**src/rtl/amp_ctrl_mc.sv**
```systemverilog
// amp_ctrl_mc: sequences N_AMP class-D amplifiers through lock wait, power-up,
// I2C configuration (with retries), soft-unmute gain ramp, run, soft-mute and
// latched fault. All outputs are registered and derived from the next state.
module amp_ctrl_mc #(
    parameter int  N_AMP       = 2,
    parameter int  LOCK_CYCLES = 1024,
    parameter int  ENABLE_DLY  = 256,
    parameter int  RAMP_W      = 8,
    parameter int  STEP_CYC    = 16,
    parameter int  RETRY_MAX   = 3,
    localparam int IDX_W       = (N_AMP > 1) ? $clog2(N_AMP) : 1
) (
    input  logic              clk,
    input  logic              reset,
    input  logic              ena,
    input  logic              audio_locked_in,
    input  logic [N_AMP-1:0]  nerror_in,
    input  logic              fault_clr_in,
    output logic              cfg_req_out,
    output logic [IDX_W-1:0]  cfg_idx_out,
    input  logic              cfg_done_in,
    input  logic              cfg_err_in,
    output logic [N_AMP-1:0]  nenable_out,
    output logic [N_AMP-1:0]  nmute_out,
    output logic [RAMP_W-1:0] gain_out,
    output logic [N_AMP-1:0]  fault_out,
    output logic [2:0]        state_out
);
    // One shared cycle counter serves lock debounce, enable delay and gain steps.
    localparam int CNT_MAX0 = (LOCK_CYCLES > ENABLE_DLY) ? LOCK_CYCLES : ENABLE_DLY;
    localparam int CNT_MAX  = (CNT_MAX0 > STEP_CYC) ? CNT_MAX0 : STEP_CYC;
    localparam int CNT_W    = $clog2(CNT_MAX + 1);
    localparam int RETRY_W  = $clog2(RETRY_MAX + 1);

    localparam logic [CNT_W-1:0]   LOCK_LAST  = CNT_W'(LOCK_CYCLES - 1);
    localparam logic [CNT_W-1:0]   DLY_LAST   = CNT_W'(ENABLE_DLY - 1);
    localparam logic [CNT_W-1:0]   STEP_LAST  = CNT_W'(STEP_CYC - 1);
    localparam logic [CNT_W-1:0]   CNT_ONE    = CNT_W'(1);
    localparam logic [RETRY_W-1:0] RETRY_LAST = RETRY_W'(RETRY_MAX - 1);
    localparam logic [RETRY_W-1:0] RETRY_ONE  = RETRY_W'(1);
    localparam logic [IDX_W-1:0]   IDX_LAST   = IDX_W'(N_AMP - 1);
    localparam logic [IDX_W-1:0]   IDX_ONE    = IDX_W'(1);
    localparam logic [RAMP_W-1:0]  GAIN_FS    = '1;
    localparam logic [RAMP_W-1:0]  GAIN_ONE   = RAMP_W'(1);

    typedef enum logic [2:0] {
        S_OFF       = 3'd0,
        S_WAIT_LOCK = 3'd1,
        S_ENABLE    = 3'd2,
        S_CONFIG    = 3'd3,
        S_UNMUTE    = 3'd4,
        S_RUN       = 3'd5,
        S_RAMP_DOWN = 3'd6,
        S_FAULT     = 3'd7
    } state_t;

    state_t             state_q, state_d;
    logic [CNT_W-1:0]   cnt_q, cnt_d;
    logic [RAMP_W-1:0]  gain_q, gain_d;
    logic [N_AMP-1:0]   fault_q, fault_d;
    logic               req_q, req_d;
    logic [IDX_W-1:0]   idx_q, idx_d;
    logic [RETRY_W-1:0] retry_q, retry_d;
    logic [N_AMP-1:0]   nenable_q, nenable_d;
    logic [N_AMP-1:0]   nmute_q, nmute_d;

    logic               sample_err;
    logic               ramp_done;
    logic [N_AMP-1:0]   new_fault;
    logic [N_AMP-1:0]   cfg_sel;

    // Amp fault pins only matter while the amps are unmuted or ramping.
    assign sample_err = (state_q == S_UNMUTE) || (state_q == S_RUN) || (state_q == S_RAMP_DOWN);

    generate
        for (genvar gi = 0; gi < N_AMP; gi++) begin : g_amp
            assign new_fault[gi] = sample_err & ~nerror_in[gi];
            assign cfg_sel[gi]   = (idx_q == IDX_W'(gi));
        end
    endgenerate

    // Next-state, counters and registered-output values.
    always_comb begin
        state_d   = state_q;
        cnt_d     = cnt_q;
        gain_d    = gain_q;
        fault_d   = fault_q | new_fault;
        req_d     = 1'b0;
        idx_d     = idx_q;
        retry_d   = retry_q;
        ramp_done = 1'b0;
        case (state_q)
            S_OFF: begin
                cnt_d   = '0;
                gain_d  = '0;
                idx_d   = '0;
                retry_d = '0;
                if (ena) state_d = S_WAIT_LOCK;
            end
            S_WAIT_LOCK: begin
                if (!ena) begin
                    state_d = S_OFF;
                    cnt_d   = '0;
                end else if (!audio_locked_in) begin
                    cnt_d = '0;
                end else if (cnt_q == LOCK_LAST) begin
                    state_d = S_ENABLE;
                    cnt_d   = '0;
                end else begin
                    cnt_d = cnt_q + CNT_ONE;
                end
            end
            S_ENABLE: begin
                if (!ena || !audio_locked_in) begin
                    state_d = S_OFF;
                    cnt_d   = '0;
                end else if (cnt_q == DLY_LAST) begin
                    state_d = S_CONFIG;
                    cnt_d   = '0;
                    req_d   = 1'b1;
                    idx_d   = '0;
                    retry_d = '0;
                end else begin
                    cnt_d = cnt_q + CNT_ONE;
                end
            end
            S_CONFIG: begin
                if (!ena || !audio_locked_in) begin
                    state_d = S_OFF;
                    idx_d   = '0;
                    retry_d = '0;
                end else if (!req_q) begin
                    // One-cycle gap elapsed; responses seen during it are ignored.
                    req_d = 1'b1;
                end else if (cfg_err_in) begin
                    if (retry_q == RETRY_LAST) begin
                        fault_d = fault_q | cfg_sel;
                        state_d = S_FAULT;
                    end else begin
                        retry_d = retry_q + RETRY_ONE;
                    end
                end else if (cfg_done_in) begin
                    retry_d = '0;
                    if (idx_q == IDX_LAST) begin
                        state_d = S_UNMUTE;
                        cnt_d   = '0;
                        gain_d  = '0;
                    end else begin
                        idx_d = idx_q + IDX_ONE;
                    end
                end else begin
                    req_d = 1'b1;
                end
            end
            S_UNMUTE: begin
                if (!ena || !audio_locked_in || (|new_fault)) begin
                    state_d = S_RAMP_DOWN;
                    cnt_d   = '0;
                end else if (cnt_q == STEP_LAST) begin
                    cnt_d  = '0;
                    gain_d = gain_q + GAIN_ONE;
                    if (gain_q == GAIN_FS - GAIN_ONE) state_d = S_RUN;
                end else begin
                    cnt_d = cnt_q + CNT_ONE;
                end
            end
            S_RUN: begin
                gain_d = GAIN_FS;
                if (!ena || !audio_locked_in || (|new_fault)) begin
                    state_d = S_RAMP_DOWN;
                    cnt_d   = '0;
                end
            end
            S_RAMP_DOWN: begin
                if (gain_q == '0) begin
                    ramp_done = 1'b1;
                end else if (cnt_q == STEP_LAST) begin
                    cnt_d     = '0;
                    gain_d    = gain_q - GAIN_ONE;
                    ramp_done = (gain_q == GAIN_ONE);
                end else begin
                    cnt_d = cnt_q + CNT_ONE;
                end
                if (ramp_done) begin
                    state_d = (|fault_d) ? S_FAULT : S_OFF;
                    cnt_d   = '0;
                end
            end
            S_FAULT: begin
                cnt_d  = '0;
                gain_d = '0;
                if (fault_clr_in) begin
                    fault_d = '0;
                    state_d = S_OFF;
                end
            end
            default: state_d = S_OFF;
        endcase

        // Pin levels follow the state being entered so they change on the entry edge.
        nenable_d = '1;
        nmute_d   = '0;
        if ((state_d == S_ENABLE) || (state_d == S_CONFIG) || (state_d == S_UNMUTE) ||
            (state_d == S_RUN) || (state_d == S_RAMP_DOWN)) begin
            nenable_d = '0;
        end
        if ((state_d == S_UNMUTE) || (state_d == S_RUN) || (state_d == S_RAMP_DOWN)) begin
            nmute_d = '1;
        end
    end

    // State and output registers with synchronous reset.
    always_ff @(posedge clk) begin
        if (reset) begin
            state_q   <= S_OFF;
            cnt_q     <= '0;
            gain_q    <= '0;
            fault_q   <= '0;
            req_q     <= 1'b0;
            idx_q     <= '0;
            retry_q   <= '0;
            nenable_q <= '1;
            nmute_q   <= '0;
        end else begin
            state_q   <= state_d;
            cnt_q     <= cnt_d;
            gain_q    <= gain_d;
            fault_q   <= fault_d;
            req_q     <= req_d;
            idx_q     <= idx_d;
            retry_q   <= retry_d;
            nenable_q <= nenable_d;
            nmute_q   <= nmute_d;
        end
    end

    assign cfg_req_out = req_q;
    assign cfg_idx_out = idx_q;
    assign nenable_out = nenable_q;
    assign nmute_out   = nmute_q;
    assign gain_out    = gain_q;
    assign fault_out   = fault_q;
    assign state_out   = state_q;

endmodule
```
**config.mk**
```make
export PLATFORM = sky130hd
export DESIGN_NAME = amp_ctrl_mc
export DESIGN_NICKNAME = d
export VERILOG_FILES = /design/src/rtl/amp_ctrl_mc.sv
export SDC_FILE = /design/constraint.sdc
export NUM_CORES = 1
export LEC_CHECK = 0
export ABC_AREA = 1
export CELL_PAD_IN_SITES_DETAIL_PLACEMENT = 0
export CELL_PAD_IN_SITES_GLOBAL_PLACEMENT = 2
export CORE_UTILIZATION = 30
export DETAILED_ROUTE_END_ITERATION = 16
export GPL_TIMING_DRIVEN = 0
export PLACE_DENSITY = 0.9
export SLEW_MARGIN = 20
export SYNTH_ARGS = -nofsm -noshare
export SYNTH_HDL_FRONTEND = slang
export SYNTH_SLANG_ARGS = --single-unit
```
**constraint.sdc**
```tcl
create_clock -name clk -period 2.06 [get_ports clk]
set_input_delay 0.206 -clock clk [delete_from_list [all_inputs] [get_ports clk]]
set_output_delay 0.206 -clock clk [all_outputs]
set_load 0.01 [all_outputs]
```
==> key figures, run 1 <==
STA
  – Fraction of the cycle the final worst path needs: 92.7%
  – RSZ-0062 raised after global routing: true
  – Final critical-path required period: 1.91 ns
  – Measured slew at the worst slew-check pin: 0.628 ns
  – Slew Viols, Final: 0
  – Max frequency: 524 MHz
  – Final hold violation count: 0
  – Sum of negative setup slack: 0 ns
  – Max_slew headroom: 58.1%
  – Post-route clock skew: 0.00480 ns
  – Endpoints failing setup: 0

Placement
  – DP Cell Count: 539
  – Detail Placement HPWL: 5.57 mm
  – Count of buffers from port buffering: 27
  – Placer congestion estimate: 0.867

Final layout
  – Highest-count cells in the layout ignoring fill and taps: sky130_fd_sc_hd__nand2_1 (91), sky130_fd_sc_hd__inv_1 (60), sky130_fd_sc_hd__nand3_1 (53)
  – Antenna Diode Count: 0
  – Area growth syn-to-layout: 22.6%
  – Number of non-filler instances in the completed layout: 549
  – Ratio of cells with drive above 1 in the final layout: 10.7%
  – Most frequent standard cell in the layout excluding fill and tap cells: sky130_fd_sc_hd__nand2_1
  – Number of nets in the layout: 464
  – Share of the core filled with cells: 38.6%

Synth
  – Cell Area, Synth: 2460 um2
  – Nets in the synthesized netlist: 426
  – Mean instance size in the synthesized netlist: 5.99 um2
  – Gate count of the mapped netlist: 410
  – Portion of the post-synthesis area used by sequential elements: 24.4%
  – Distinct cells, synth: 35
  – Warning count from the yosys run: 0
  – Flop and latch count out of synthesis: 30

Worst setup path
  – RR Endpoint: cnt_q[3]$_SDFFE_PP0P_
  – Crit path required time: 2.24 ns
  – CP Buf/Inv Count: 1
  – Launching element type of the critical path: register
  – Most prevalent standard cell on the critical path: sky130_fd_sc_hd__nand3_2
  – Worst r2r path cells: 10
  – Critical path's largest stage delay: 0.39 ns
  – Launch instance of the worst register-to-register path: cnt_q[0]$_SDFFE_PP0P_
  – Cell chain of the critical path: ha_1 -> nand3_2 -> nor2_2 -> nand3_2 -> nand3_2 -> o21ai_1 -> nand2_1 -> nand4_4 -> nand2_1 -> inv_1
  – Stages on worst setup path: 10
  – Worst-case register-to-register setup slack: 0.15 ns
  – Largest delay contributor family on the critical path: simple AND/OR/NAND/NOR gates
  – CP Capture Point: cnt_q[3]$_SDFFE_PP0P_
  – Setup crit end kind: register
  – Arr. time, crit path: 2.09 ns
  – Top fanout value on the critical path: 6
  – Launch point of the critical path: cnt_q[0]$_SDFFE_PP0P_
  – CP max stage cell: sky130_fd_sc_hd__dfxtp_1
  – CP Class: reg2reg

Clock tree
  – Clk sink count: 30
  – Clk slew on worst S/H paths: 0.07 ns
  – Worst-Skew Late Latency: 0.28 ns
  – Clock H-tree levels: 2
  – Inserted Clock Buffers: 5
  – TritonCTS clock tree: done
  – Clock tree root driver cell: sky130_fd_sc_hd__clkbuf_8
  – Largest buffer count on any clock path: 2

Status
  – Outcome: complete, no violations

Detailed routing
  – Number of DRC violations after detailed-routing iteration 0: 203
  – Detailed-route DRC error count: 0
  – Vias after detailed routing: 2715
  – Router iterations before antenna repair: 4
  – Via-to-Cell Ratio: 4.95
  – Final wirelength: 7.36 mm
  – Avg WL per Cell: 13.4 um
  – Detail Route Antenna Nets: 0

Global route
  – Vias in the first global route: 2465
  – Global-route wire length before repair: 12.1 mm
  – Initial antenna violation count: 0
  – Overflow left after global routing: 0
  – Maximum number of pins on one net before global-route repair: 11
  – Overall track demand over capacity in global routing: 17.8%

Power and ir drop
  – Leakage power figure: 1.35 nW
  – Ratio of total power to cell area: 411 nW/um2
  – Max VDD drop: 234 uV

Floorplanning
  – Number of rows created at floorplan: 32
  – Core ar.: 7810 um2
  – Vertical extent of the die: 92.5 um
  – Initial Util: 31.5%
  – I/O pin count: 28
  – Chip width: 92.5 um
  – Overall die area: 8560 um2

Min path
  – Startpoint of the worst hold path: retry_q[1]$_SDFFE_PP0P_
  – Class of the tightest hold or removal check: reg2reg

Flow run
  – Max-cap violations: 0
layer usage:
metal	global-route usage (%)	vias to the layer above	routed length [um]	share of wire [%]
li1	-	1421	-	-
met1	23.8	1223	3530	48
met2	29.9	61	3420	46
met3	2.38	10	313	4.3
met4	4.69	0	103	1.4
met5	0	-	0	0
area by class of cell:
cell class	count	area (um2)
fillers	864	4800
repair buffers	31	313
flip-flops and latches	30	603
well taps	102	128
inverters	68	258
multi-input cells	301	1550
clock buffers	6	82.6
plain buffers	11	81.3
timing repair:
item | 4_1_cts | 5_1_grt
endpoints found under the setup margin | 6 | 20
pin swaps | 0 | 1
gates resized for setup | 1 | 8
buffers inserted | 0 | 4
cloned | 0 | 0
hold buffers | 0 | 0
worst reg2reg max path, stage by stage, from the launching register on:
cell and delay (ns):
sky130_fd_sc_hd__dfxtp_1 0.39, sky130_fd_sc_hd__ha_1 0.22, sky130_fd_sc_hd__nand3_2 0.17, sky130_fd_sc_hd__nor2_2 0.21, sky130_fd_sc_hd__nand3_2 0.18, sky130_fd_sc_hd__nand3_2 0.15, sky130_fd_sc_hd__o21ai_1 0.09, sky130_fd_sc_hd__nand2_1 0.11
sky130_fd_sc_hd__nand4_4 0.15, sky130_fd_sc_hd__nand2_1 0.11, sky130_fd_sc_hd__inv_1 0.04
synthesized netlist by cell type:
cell type	instances	area (um2)
sky130_fd_sc_hd__buf_6	3	33.8
sky130_fd_sc_hd__buf_2	2	10.0
sky130_fd_sc_hd__o211ai_1	1	7.51
sky130_fd_sc_hd__ha_1	7	87.6
sky130_fd_sc_hd__nand2_2	3	18.8
sky130_fd_sc_hd__a211oi_1	1	7.51
sky130_fd_sc_hd__buf_4	4	30.0
sky130_fd_sc_hd__nor3_1	9	45.0
sky130_fd_sc_hd__xor2_1	1	8.76
sky130_fd_sc_hd__or2_2	1	6.26
sky130_fd_sc_hd__nor2_8	1	20.0
sky130_fd_sc_hd__o2111ai_1	1	8.76
sky130_fd_sc_hd__o31ai_1	1	7.51
sky130_fd_sc_hd__and3_1	1	6.26
sky130_fd_sc_hd__a311oi_1	2	17.5
sky130_fd_sc_hd__o21bai_1	1	7.51
sky130_fd_sc_hd__nand2_1	92	345
sky130_fd_sc_hd__clkbuf_1	2	7.51
sky130_fd_sc_hd__inv_2	8	30.0
sky130_fd_sc_hd__dfxtp_1	30	601
sky130_fd_sc_hd__nand3_2	5	50.1
sky130_fd_sc_hd__nor2_2	2	12.5
sky130_fd_sc_hd__o21ai_0	17	85.1
sky130_fd_sc_hd__a21oi_1	22	110
sky130_fd_sc_hd__nor3b_1	2	15.0
sky130_fd_sc_hd__nor3_4	1	16.3
sky130_fd_sc_hd__nor2_1	46	173
sky130_fd_sc_hd__nand3_1	54	270
sky130_fd_sc_hd__nor4_1	1	6.26
sky130_fd_sc_hd__a22oi_1	1	7.51
sky130_fd_sc_hd__a31oi_1	2	12.5
sky130_fd_sc_hd__inv_1	60	225
sky130_fd_sc_hd__nand4_1	18	113
sky130_fd_sc_hd__nand4_2	2	25.0
sky130_fd_sc_hd__o21ai_1	6	30.0
report_power, final:
group          internal (mW)  switching [mW]
Clock                  0.258           0.229
Combinational         0.0648          0.0952
Sequential             0.587         0.00565
per-stage QoR:
step / total power, mW / hold WS (ns) / setup slack (ns) / area, um2
global placement: 0.747 / 0.443 / -0.192 / 2860
floorplan: 0.689 / 0.353 / 0.387 / 2460
detailed placement: 0.747 / 0.452 / -0.189 / 2860
global route: 1.29 / 0.475 / -0.0335 / 3010
finish: 1.24 / 0.458 / 0.151 / 3010
CTS: 1.24 / 0.462 / 0.0121 / 2940
sequential cells by signal, indices dropped and copies added, names as in the netlist:
name         cells
cfg_idx_out      1
cfg_req_out      1
cnt_q           11
fault_out        2
gain_out         8
nenable_out      1
nmute_out        1
retry_q          2
state_out        3
worst min path at each step:
| stage | slack (ns) | endpoint | cells after the start |
|---|---|---|---|
| CTS | 0.46 | retry_q[1]$_SDFFE_PP0P_ | 2 |
| floorplan | 0.35 | state_out[0]$_SDFF_PP0_ | 2 |
| finish | 0.46 | retry_q[1]$_SDFFE_PP0P_ | 2 |
| global placement | 0.44 | retry_q[1]$_SDFFE_PP0P_ | 2 |
| detailed placement | 0.45 | retry_q[1]$_SDFFE_PP0P_ | 2 |
| global route | 0.47 | retry_q[1]$_SDFFE_PP0P_ | 2 |
cell families after synthesis:
logic type      share of synthesized area, %
xor+xnor                               0.356
fa+ha+maj                               3.56
flops                                   24.4
buf+inv                                 13.7
simple gates                            45.7
compound gates                          12.3
No activity file was read; power rests on OpenSTA's default activity.
==> inputs of run 2 (changes only) <==
--- a/config.mk
+++ b/config.mk
@@ -6,12 +6,14 @@
 export NUM_CORES = 1
 export LEC_CHECK = 0
 export ABC_AREA = 1
+export CAP_MARGIN = 20
 export CELL_PAD_IN_SITES_DETAIL_PLACEMENT = 0
 export CELL_PAD_IN_SITES_GLOBAL_PLACEMENT = 2
 export CORE_UTILIZATION = 30
 export DETAILED_ROUTE_END_ITERATION = 16
 export GPL_TIMING_DRIVEN = 0
 export PLACE_DENSITY = 0.9
+export SKIP_LAST_GASP = 1
 export SLEW_MARGIN = 20
 export SYNTH_ARGS = -nofsm -noshare
 export SYNTH_HDL_FRONTEND = slang
==> results of run 2 <==
Same layout as run 1: the final DEF is identical, and so are final timing and power.
==> inputs of run 3 (changes only) <==
--- a/config.mk
+++ b/config.mk
@@ -7,12 +7,10 @@
 export LEC_CHECK = 0
 export ABC_AREA = 1
 export CAP_MARGIN = 20
-export CELL_PAD_IN_SITES_DETAIL_PLACEMENT = 0
-export CELL_PAD_IN_SITES_GLOBAL_PLACEMENT = 2
-export CORE_UTILIZATION = 30
+export CORE_UTILIZATION = 55
 export DETAILED_ROUTE_END_ITERATION = 16
 export GPL_TIMING_DRIVEN = 0
-export PLACE_DENSITY = 0.9
+export PLACE_DENSITY = 0.87
 export SKIP_LAST_GASP = 1
 export SLEW_MARGIN = 20
 export SYNTH_ARGS = -nofsm -noshare
==> constraint.sdc (replaced) <==
create_clock -name clk -period 1.8 [get_ports clk]
set_input_delay 0.18 -clock clk [delete_from_list [all_inputs] [get_ports clk]]
set_output_delay 0.18 -clock clk [all_outputs]
set_load 0.01 [all_outputs]
==> key figures, run 3 (synthesis gave the netlist of run 1 again) <==
Worst setup path
  – Crit path required time: 2.03 ns (was 2.24 ns)
  – Cell chain of the critical path: buf_4 -> nor2_1 -> nand2_1 -> inv_1 -> buf_2 -> nand3_1 -> nand3_1 -> nand3_1 -> nand2_1 (was ha_1 -> nand3_2 -> nor2_2 -> nand3_2 -> nand3_2 -> o21ai_1 -> nand2_1 -> nand4_4 -> nand2_1 -> inv_1)
  – Top fanout value on the critical path: 10 (was 6)
  – Setup crit end kind: register (unchanged)
  – Arr. time, crit path: 2.00 ns (was 2.09 ns)
  – Critical path's largest stage delay: 0.31 ns (was 0.39 ns)
  – Launching element type of the critical path: register (unchanged)
  – Most prevalent standard cell on the critical path: sky130_fd_sc_hd__nand3_1 (was sky130_fd_sc_hd__nand3_2)
  – Worst-case register-to-register setup slack: 0.03 ns (was 0.15 ns)
  – CP max stage cell: sky130_fd_sc_hd__dfxtp_1 (unchanged)
  – CP Class: reg2reg (unchanged)

Clock tree
  – Clock tree root driver cell: sky130_fd_sc_hd__clkbuf_8 (unchanged)
  – Clock H-tree levels: 2 (unchanged)
  – Count of hold-fix buffers inserted at cts: 0 (unchanged)
  – TritonCTS clock tree: done (unchanged)
  – Clk slew on worst S/H paths: 0.06 ns (was 0.07 ns)
  – Clk sink count: 30 (unchanged)
  – Inserted Clock Buffers: 5 (unchanged)
  – Largest buffer count on any clock path: 2 (unchanged)
  – Worst-Skew Late Latency: 0.29 ns (was 0.28 ns)

Floorplanning
  – Core ar.: 4140 um2 (was 7810 um2)
  – Chip width: 68.8 um (was 92.5 um)
  – Overall die area: 4740 um2 (was 8560 um2)
  – Vertical extent of the die: 68.8 um (was 92.5 um)
  – Initial Util: 59.3% (was 31.5%)
  – Number of rows created at floorplan: 23 (was 32)
  – I/O pin count: 28 (unchanged)

Detailed routing
  – Via-to-Cell Ratio: 5.90 (was 4.95)
  – Number of DRC violations after detailed-routing iteration 0: 343 (was 203)
  – Router iterations before antenna repair: 7 (was 4)
  – Detail Route Antenna Nets: 0 (unchanged)
  – Final wirelength: 7.26 mm (was 7.36 mm)
  – Vias after detailed routing: 2967 (was 2715)
  – Avg WL per Cell: 14.4 um (was 13.4 um)
  – Detailed-route DRC error count: 0 (unchanged)

STA
  – Worst hold slack after final layout: 0.295 ns (was 0.458 ns)
  – Endpoints failing setup: 0 (unchanged)
  – Fraction of the cycle the final worst path needs: 98.1% (was 92.7%)
  – Final critical-path required period: 1.77 ns (was 1.91 ns)
  – Final hold violation count: 0 (unchanged)
  – RSZ-0062 raised after global routing: true (unchanged)
  – Max frequency: 566 MHz (was 524 MHz)
  – Slew Viols, Final: 0 (unchanged)
  – Max_slew headroom: 58.5% (was 58.1%)
  – Measured slew at the worst slew-check pin: 0.623 ns (was 0.628 ns)
  – Post-route clock skew: 0.00574 ns (was 0.00480 ns)

Global route
  – Global-route wire length before repair: 11.0 mm (was 12.1 mm)
  – Initial antenna violation count: 0 (unchanged)
  – Overflow left after global routing: 0 (unchanged)
  – Maximum number of pins on one net before global-route repair: 11 (unchanged)
  – Vias in the first global route: 2500 (was 2465)
  – Overall track demand over capacity in global routing: 30.8% (was 17.8%)

Final layout
  – Most frequent standard cell in the layout excluding fill and tap cells: sky130_fd_sc_hd__nand2_1 (unchanged)
  – Flip-flop count of the largest register, all copies and words added: 11 (unchanged)
  – Area growth syn-to-layout: 26.9% (was 22.6%)
  – Antenna Diode Count: 0 (unchanged)
  – Number of nets in the layout: 468 (was 464)
  – Ratio of cells with drive above 1 in the final layout: 16.3% (was 10.7%)
  – Highest-count cells in the layout ignoring fill and taps: sky130_fd_sc_hd__nand2_1 (90), sky130_fd_sc_hd__inv_1 (56), sky130_fd_sc_hd__nand3_1 (51) (was sky130_fd_sc_hd__nand2_1 (91), sky130_fd_sc_hd__inv_1 (60), sky130_fd_sc_hd__nand3_1 (53))
  – Fill cell instance count of the final layout: 335 (was 864)
  – Register bank with the most flops: cnt_q (unchanged)

Status
  – Outcome: complete, no violations (unchanged)

Power and ir drop
  – Internal power consumption: 1.05 mW (was 909 uW)
  – Max VDD drop: 381 uV (was 234 uV)
  – Leakage power figure: 1.40 nW (was 1.35 nW)
  – Switching Fraction: 26.7% (was 26.6%)
  – Ratio of total power to cell area: 461 nW/um2 (was 411 nW/um2)
  – Logic gate share of total power: 13.1% (was 12.9%)
  – Seq pwr share: 47.0% (was 47.8%)
  – Overall power of the completed layout: 1.44 mW (was 1.24 mW)
  – Clock Power Share: 39.9% (was 39.3%)
  – Sw Pwr: 385 uW (was 330 uW)

Placement
  – Placer congestion estimate: 0.935 (was 0.867)
  – Detail Placement HPWL: 4.88 mm (was 5.57 mm)
  – Count of buffers from port buffering: 27 (unchanged)

Flow run
  – Max-cap violations: 0 (unchanged)

Min path
  – Class of the tightest hold or removal check: in2reg (was reg2reg)
==> run 3: cell type report <==
class / count / area, um2 / share of cell area [%]
clock inverter: 1 / 5.00 / 0.161
buffer: 11 / 81.3 / 2.61
clock buffer: 7 / 86.3 / 2.77
timing repair buffer: 35 / 348 / 11.2
tap: 50 / 62.6 / 2.01
multi-input combinational: 301 / 1670 / 53.6
inverter: 68 / 255 / 8.19
sequential: 30 / 609 / 19.5
==> run 3: worst paths after layout <==
path	start	to	depth (start not counted)
min reg2reg	retry_q[1]$_SDFFE_PP0P_	retry_q[1]$_SDFFE_PP0P_	2
min	ena	state_out[0]$_SDFF_PP0_	3
max	state_out[0]$_SDFF_PP0_	nenable_out[0]$_SDFF_PP1_	9
max reg2reg	state_out[0]$_SDFF_PP0_	nenable_out[0]$_SDFF_PP1_	9
==> run 3: timing repair <==
action / 4_1_cts / 5_1_grt
resized for setup: 5 / 39
cloned: 0 / 0
endpoints found under the setup margin: 19 / 25
buffers inserted: 6 / 2
pin swaps: 2 / 3
==> run 3: per-layer routing <==
layer | GRT usage, % | part of all wire (%) | vias up
met2 | 49.2 | 47 | 147
met1 | 40.4 | 42 | 1352
li1 | - | - | 1439
met5 | 0 | 0 | -
met3 | 5.43 | 8.4 | 29
met4 | 13.0 | 3.1 | 0
==> run 3: worst max-delay path: cells and delay by family (launching register included) <==
family	cells	cell delay, ns
simple gates	6	0.89
buf+inv	3	0.52
flops	1	0.31
==> run 3: through the flow <==
stage	util, %	setup WS (ns)	TNS, ns	instance area [um2]	instances
2_1_floorplan	-	0.127	0	2460	410
3_5_place_dp	67.3	-0.303	-5.08	2790	487
4_1_cts	71.4	-0.0115	-0.0479	2960	501
3_3_place_gp	67.3	-0.307	-5.29	2790	487
5_1_grt	75.2	-0.0578	-0.469	3120	503
6_report	75.2	0.0334	0	3120	503
==> run 3: power by group through the flow <==
stage	logic [mW]	clock network, mW	registers, mW
2_1_floorplan	0.0948	0	0.693
3_3_place_gp	0.154	0	0.692
3_5_place_dp	0.156	0	0.692
4_1_cts	0.177	0.581	0.677
5_1_grt	0.203	0.613	0.677
6_report	0.188	0.574	0.677
